`src/rtl/hazard_scoreboard_if.sv`:
```
// Issue-stage interface between the ID stage and the hazard scoreboard.
// The ID stage (master) drives the decoded instruction and flush; the scoreboard answers.
interface hazard_scoreboard_if #(
  parameter int CNT_W = 16
);
  logic             id_valid;
  logic [4:0]       id_rs1;
  logic [4:0]       id_rs2;
  logic             id_uses_rs1;
  logic             id_uses_rs2;
  logic [4:0]       id_rd;
  logic             id_reg_write;
  logic             flush;
  logic             id_ready;
  logic             issue;
  logic             bubble;
  logic             busy;
  logic [CNT_W-1:0] stall_count;

  modport master (
    output id_valid, id_rs1, id_rs2, id_uses_rs1, id_uses_rs2, id_rd, id_reg_write, flush,
    input  id_ready, issue, bubble, busy, stall_count
  );

  modport slave (
    input  id_valid, id_rs1, id_rs2, id_uses_rs1, id_uses_rs2, id_rd, id_reg_write, flush,
    output id_ready, issue, bubble, busy, stall_count
  );
endinterface

```
`src/rtl/hazard_scoreboard.sv`:
```
// Interlock for a no-forwarding 5-stage pipeline: tracks in-flight destination registers
// and holds the ID instruction until its sources have been written back.
module hazard_scoreboard #(
  parameter int DEPTH     = 3,
  parameter int WB_BYPASS = 0,
  parameter int CNT_W     = 16
) (
  input  logic                 clk,
  input  logic                 rst,
  hazard_scoreboard_if.slave   bus
);
  // With a write-through register file the MEM/WB entry can be read in the same cycle.
  localparam int CHK = DEPTH - WB_BYPASS;

  logic [DEPTH-1:0] r_v;
  logic [4:0]       r_rd [DEPTH];
  logic [CNT_W-1:0] r_cnt;

  logic w_match1;
  logic w_match2;
  logic w_hazard;
  logic w_issue;

  always_comb begin
    w_match1 = 1'b0;
    w_match2 = 1'b0;
    for (int k = 0; k < CHK; k++) begin
      if (r_v[k] && (r_rd[k] == bus.id_rs1) && (bus.id_rs1 != 5'd0)) w_match1 = 1'b1;
      if (r_v[k] && (r_rd[k] == bus.id_rs2) && (bus.id_rs2 != 5'd0)) w_match2 = 1'b1;
    end
  end

  // id_ready deliberately ignores flush so there is no flush-to-ready path.
  assign w_hazard = bus.id_valid & ((bus.id_uses_rs1 & w_match1) | (bus.id_uses_rs2 & w_match2));
  assign w_issue  = bus.id_valid & ~w_hazard & ~bus.flush;

  assign bus.id_ready    = ~w_hazard;
  assign bus.issue       = w_issue;
  assign bus.bubble      = ~w_issue;
  assign bus.busy        = |r_v;
  assign bus.stall_count = r_cnt;

  always_ff @(posedge clk) begin
    if (rst) begin
      r_v   <= '0;
      r_cnt <= '0;
      for (int k = 0; k < DEPTH; k++) r_rd[k] <= 5'd0;
    end else begin
      for (int k = 1; k < DEPTH; k++) begin
        r_v[k]  <= r_v[k-1];
        r_rd[k] <= r_rd[k-1];
      end
      r_v[0]  <= w_issue & bus.id_reg_write & (bus.id_rd != 5'd0);
      r_rd[0] <= w_issue ? bus.id_rd : 5'd0;
      // A redirect squashes the instruction leaving ID/EX before it reaches EX/MEM.
      if (bus.flush && (DEPTH > 1)) begin
        r_v[1]  <= 1'b0;
        r_rd[1] <= 5'd0;
      end
      if (w_hazard && !bus.flush && (r_cnt != {CNT_W{1'b1}})) r_cnt <= r_cnt + CNT_W'(1);
    end
  end
endmodule

```
`src/flat_wrapper.sv`:
```
// flat-port wrapper written by rule: the top's interface ports become plain ports
module hazard_scoreboard_flat 
#(
  parameter int DEPTH     = 3,
  parameter int WB_BYPASS = 0,
  parameter int CNT_W     = 16
)
  (clk, rst, bus_id_valid, bus_id_rs1, bus_id_rs2, bus_id_uses_rs1, bus_id_uses_rs2, bus_id_rd, bus_id_reg_write, bus_flush, bus_id_ready, bus_issue, bus_bubble, bus_busy, bus_stall_count);
  hazard_scoreboard_if #(.CNT_W(CNT_W)) bus_i ();
  input  logic clk;
  input  logic rst;
  input wire logic [$bits(bus_i.id_valid)-1:0] bus_id_valid;
  input wire logic [$bits(bus_i.id_rs1)-1:0] bus_id_rs1;
  input wire logic [$bits(bus_i.id_rs2)-1:0] bus_id_rs2;
  input wire logic [$bits(bus_i.id_uses_rs1)-1:0] bus_id_uses_rs1;
  input wire logic [$bits(bus_i.id_uses_rs2)-1:0] bus_id_uses_rs2;
  input wire logic [$bits(bus_i.id_rd)-1:0] bus_id_rd;
  input wire logic [$bits(bus_i.id_reg_write)-1:0] bus_id_reg_write;
  input wire logic [$bits(bus_i.flush)-1:0] bus_flush;
  output wire logic [$bits(bus_i.id_ready)-1:0] bus_id_ready;
  output wire logic [$bits(bus_i.issue)-1:0] bus_issue;
  output wire logic [$bits(bus_i.bubble)-1:0] bus_bubble;
  output wire logic [$bits(bus_i.busy)-1:0] bus_busy;
  output wire logic [$bits(bus_i.stall_count)-1:0] bus_stall_count;
  assign bus_i.id_valid = bus_id_valid;
  assign bus_i.id_rs1 = bus_id_rs1;
  assign bus_i.id_rs2 = bus_id_rs2;
  assign bus_i.id_uses_rs1 = bus_id_uses_rs1;
  assign bus_i.id_uses_rs2 = bus_id_uses_rs2;
  assign bus_i.id_rd = bus_id_rd;
  assign bus_i.id_reg_write = bus_id_reg_write;
  assign bus_i.flush = bus_flush;
  assign bus_id_ready = bus_i.id_ready;
  assign bus_issue = bus_i.issue;
  assign bus_bubble = bus_i.bubble;
  assign bus_busy = bus_i.busy;
  assign bus_stall_count = bus_i.stall_count;
  hazard_scoreboard #(.DEPTH(DEPTH), .WB_BYPASS(WB_BYPASS), .CNT_W(CNT_W)) u_core (.clk(clk), .rst(rst), .bus(bus_i));
endmodule
```
`config.mk`:
```
export PLATFORM = sky130hd
export DESIGN_NAME = hazard_scoreboard_flat
export DESIGN_NICKNAME = d
export VERILOG_FILES = /design/src/rtl/hazard_scoreboard_if.sv /design/src/rtl/hazard_scoreboard.sv /design/src/flat_wrapper.sv
export SDC_FILE = /design/constraint.sdc
export NUM_CORES = 1
export LEC_CHECK = 0
export CELL_PAD_IN_SITES_DETAIL_PLACEMENT = 1
export CELL_PAD_IN_SITES_GLOBAL_PLACEMENT = 1
export CORE_MARGIN = 4
export CORE_UTILIZATION = 29
export DETAILED_ROUTE_END_ITERATION = 8
export GPL_ROUTABILITY_DRIVEN = 0
export PLACE_DENSITY = 0.65
export SETUP_SLACK_MARGIN = 0.2
export SLEW_MARGIN = 20
export SYNTH_ARGS = -nofsm -noshare
export SYNTH_HDL_FRONTEND = slang
export SYNTH_SLANG_ARGS = --single-unit
```
`constraint.sdc`:
```
create_clock -name clk -period 9.1 [get_ports clk]
set_input_delay 2.73 -clock clk [delete_from_list [all_inputs] [get_ports clk]]
set_output_delay 2.73 -clock clk [all_outputs]
set_load 0.1 [all_outputs]
```
==> flow_metrics.env <==
export IMPL_core_area_sq_um=7331
export IMPL_seq_area_frac_synth_pct=37.45
export IMPL_tightest_slew_ns=0.9813
export IMPL_avgSynthCellArea_sq_um=9.993
export IMPL_placedInstanceArea_sq_um=2768
export IMPL_p_int_uw=264.0
export IMPL_clkPwrFrac_pct=40.3
export IMPL_final_setup_viol_count=0
export IMPL_hold_buffers=0
export IMPL_initial_core_util_pct=30.26
export IMPL_dieArea_sq_um=9113
export IMPL_worstPathCellList="clkdlybuf4s50_1, xor2_1, nor4_1, and3_4, nor3_1, o22ai_1, nand2b_1, buf_4"
export IMPL_layout_nets=302
export IMPL_hpwl_um=4462
export IMPL_grt_max_degree=38
export IMPL_synthDistinctLibCells=44
export IMPL_multi_input_area_sq_um=1365
export IMPL_synth_top_area_share_pct=20.30
export IMPL_overflow=0
export IMPL_wl_per_cell_um=14.66
export IMPL_worstPathArrival_ns=5.24
export IMPL_grtUsageTotal_pct=13.10
export IMPL_ctsResizeCount=0
export IMPL_post_route_min_period_ns=7.967
export IMPL_p_per_area_nw_per_um2=122.0
export IMPL_layout_common_cells="clkdlybuf4s50_1 (38), xor2_1 (24), nor2b_1 (20), nor2_1 (20), dfxtp_1 (19)"
export IMPL_synth_edff_count=15
export IMPL_num_rows=31
export IMPL_grt_first_pass_wirelength_um=9225
export IMPL_max_freq_mhz=125.5
export IMPL_drt_iter0_markers=44
export IMPL_timing_rr_start="u_core.r_rd[0][7]$_SDFFCE_PP0P_"
export IMPL_worst_setup_path_start_kind="input port"
export IMPL_num_vias=1798
export IMPL_path_max_fanout=9
export IMPL_vdd_drop_max_uv=58.20
export IMPL_postCtsSetupBuffers=0
export IMPL_final_max_slew_violation_count=0
export IMPL_syn_inst=222
export IMPL_sw_frac_of_total_pct=24.91
export IMPL_synthesis_area_sq_um=2218
export IMPL_crit_type="in2out"
export IMPL_met1_usage_pct=17.16
export IMPL_power_frac_comb_pct=11.8
export IMPL_rsz0062_at_grt="false"
export IMPL_htree_num_levels=2
export IMPL_cap_violations=0
export IMPL_wl_um=5555
export IMPL_die_height_um=95.46
export IMPL_portBuffers=41
export IMPL_insertion_delay_ns=0.29
export IMPL_cts_root_buf="clkbuf_8"
export IMPL_layout_commonest_cell="clkdlybuf4s50_1"
export IMPL_cp_required_ns=6.37
export IMPL_ys_flop_type="dfxtp_1"
export IMPL_cts_tree="built"
export IMPL_finalCritPeriodShare_pct=87.55
export IMPL_regArea_sq_um=830.8
export IMPL_holdWs_ns=0.5120
export IMPL_hp_start="u_core.r_v[0]$_SDFF_PP0_"
export IMPL_clockBufferDepth=2
export IMPL_finClkSkew_ns=0.006251
export IMPL_cts_buffers=5
export IMPL_slowest_delay_ns=0.58
export IMPL_io_pins=42
export IMPL_final_fill_count=837
export IMPL_ys_ff_latch=34
export IMPL_use_met3_pct=3.315
export IMPL_switching_power_uw=87.59
export IMPL_slew_headroom_pct=34.38
export IMPL_stdcell_area_sq_um=2882
export IMPL_sequentialPowerShare_pct=47.9
export IMPL_grt_pass1_vias=1847
export IMPL_clkSlewWorstSetupHoldPaths_ns=0.07
export IMPL_drtPass1Iterations=4
export IMPL_yosys_top_cells_area="edfxtp_1 (20%), dfxtp_1 (17%), xor2_1 (9.5%)"
export IMPL_routed_via_density=4.744
export IMPL_crit_start="bus_id_rs1[0]"
export IMPL_status="finished, final reports clean"
export IMPL_holdCritPathClass="reg2reg"
export IMPL_hold_viol_final=0
export IMPL_gr_usage_met2_pct=21.75
export IMPL_crit_path_top_delay_cell="o22ai_1"
export IMPL_antenna_found_initial=0
export IMPL_clock_sinks=34
export IMPL_leakage_uw=0.001046
export IMPL_tns_ns=0
export IMPL_ys_warn_count=0
export IMPL_top_usage_layer="met2"
export IMPL_synth_area_leader_cell="edfxtp_1"
export IMPL_async_reset_ff_share_pct=0
export IMPL_end_kind="output port"
export IMPL_drive_gt1_share_pct=13.21
export IMPL_antenna_cells=0
export IMPL_area_delta_synth_final_pct=29.89
export IMPL_antenna_left=0
export IMPL_die_w_um=95.46
export IMPL_drcViolationCount=0
critical path: cells and delay by family:
kind	cells	cell delay, ns
simple gates	4	0.87
buf+inv	2	0.83
compound gates	1	0.58
xor+xnor	1	0.23
registers in the layout (all words and copies together) (netlist names):
register and flops:
u_core.r_rd 15, u_core.r_v 3, u_core.bus.stall_count 16
path summary, 6_finish.rpt:
| check | end | slack, ns | cells past startpoint |
|---|---|---|---|
| setup / recovery | bus_bubble | 1.13 | 8 |
| hold / removal | u_core.r_v[1]$_SDFF_PP0_ | 0.51 | 1 |
| setup reg to reg | u_core.bus.stall_count[8]$_SDFFE_PP0P_ | 6.78 | 6 |
| hold reg to reg | u_core.r_v[1]$_SDFF_PP0_ | 0.51 | 1 |
cell families after synthesis:
kind of cell / count (synthesis) / share of synthesized area, %
simple gates: 95 / 24.65
compound gates: 32 / 13.65
other cells: 1 / 0.1690
mux: 14 / 8.291
xor+xnor: 30 / 11.84
flops: 34 / 37.45
fa+ha+maj: 1 / 0.5639
buf+inv: 15 / 3.384
power groups by stage:
stage / clock network, uW / logic (uW) / registers [uW]
floorplan: 0 / 23.7 / 170
global route: 150 / 45.6 / 169
CTS: 146 / 41.9 / 168
global placement: 0 / 41.2 / 172
detailed placement: 0 / 41.7 / 172
finish: 142 / 41.4 / 168
cell usage after synthesis, types with 6 or more instances:
master    count
nand3_1       6
mux2_4        7
nand2_1       7
inv_1         8
nor2b_1      20
and2_1        6
nor2_1       20
xnor2_1       6
mux2_1        7
edfxtp_1     15
nor4_1        6
xor2_1       24
nor3_1        8
dfxtp_1      19
metrics by stage:
stage               worst slack, ns  power [uW]  cells  utilization (%)
floorplan                     1.434       193.9    236                -
global placement              1.144       213.0    371            37.75
detailed placement            1.085       213.7    371            37.75
CTS                           1.087       356.3    379            39.31
global route                 0.8998       365.0    379            39.31
finish                        1.133       351.6    379            39.31
cell type report:
class                   count  share of cell area [%]
clock buffers               5                   2.388
clock inverters             3                   1.563
multi-input cells         187                   47.37
flip-flops and latches     34                   28.83
inverters                   8                   1.042
repair buffers             43                   14.50
well taps                  99                   4.299
layer usage:
layer,part of all wire [%],wire length (um)
met5,0,0
met4,0.65,36
met3,3.8,211
met2,48,2656
met1,48,2652
No activity file was read; power rests on OpenSTA's default activity.
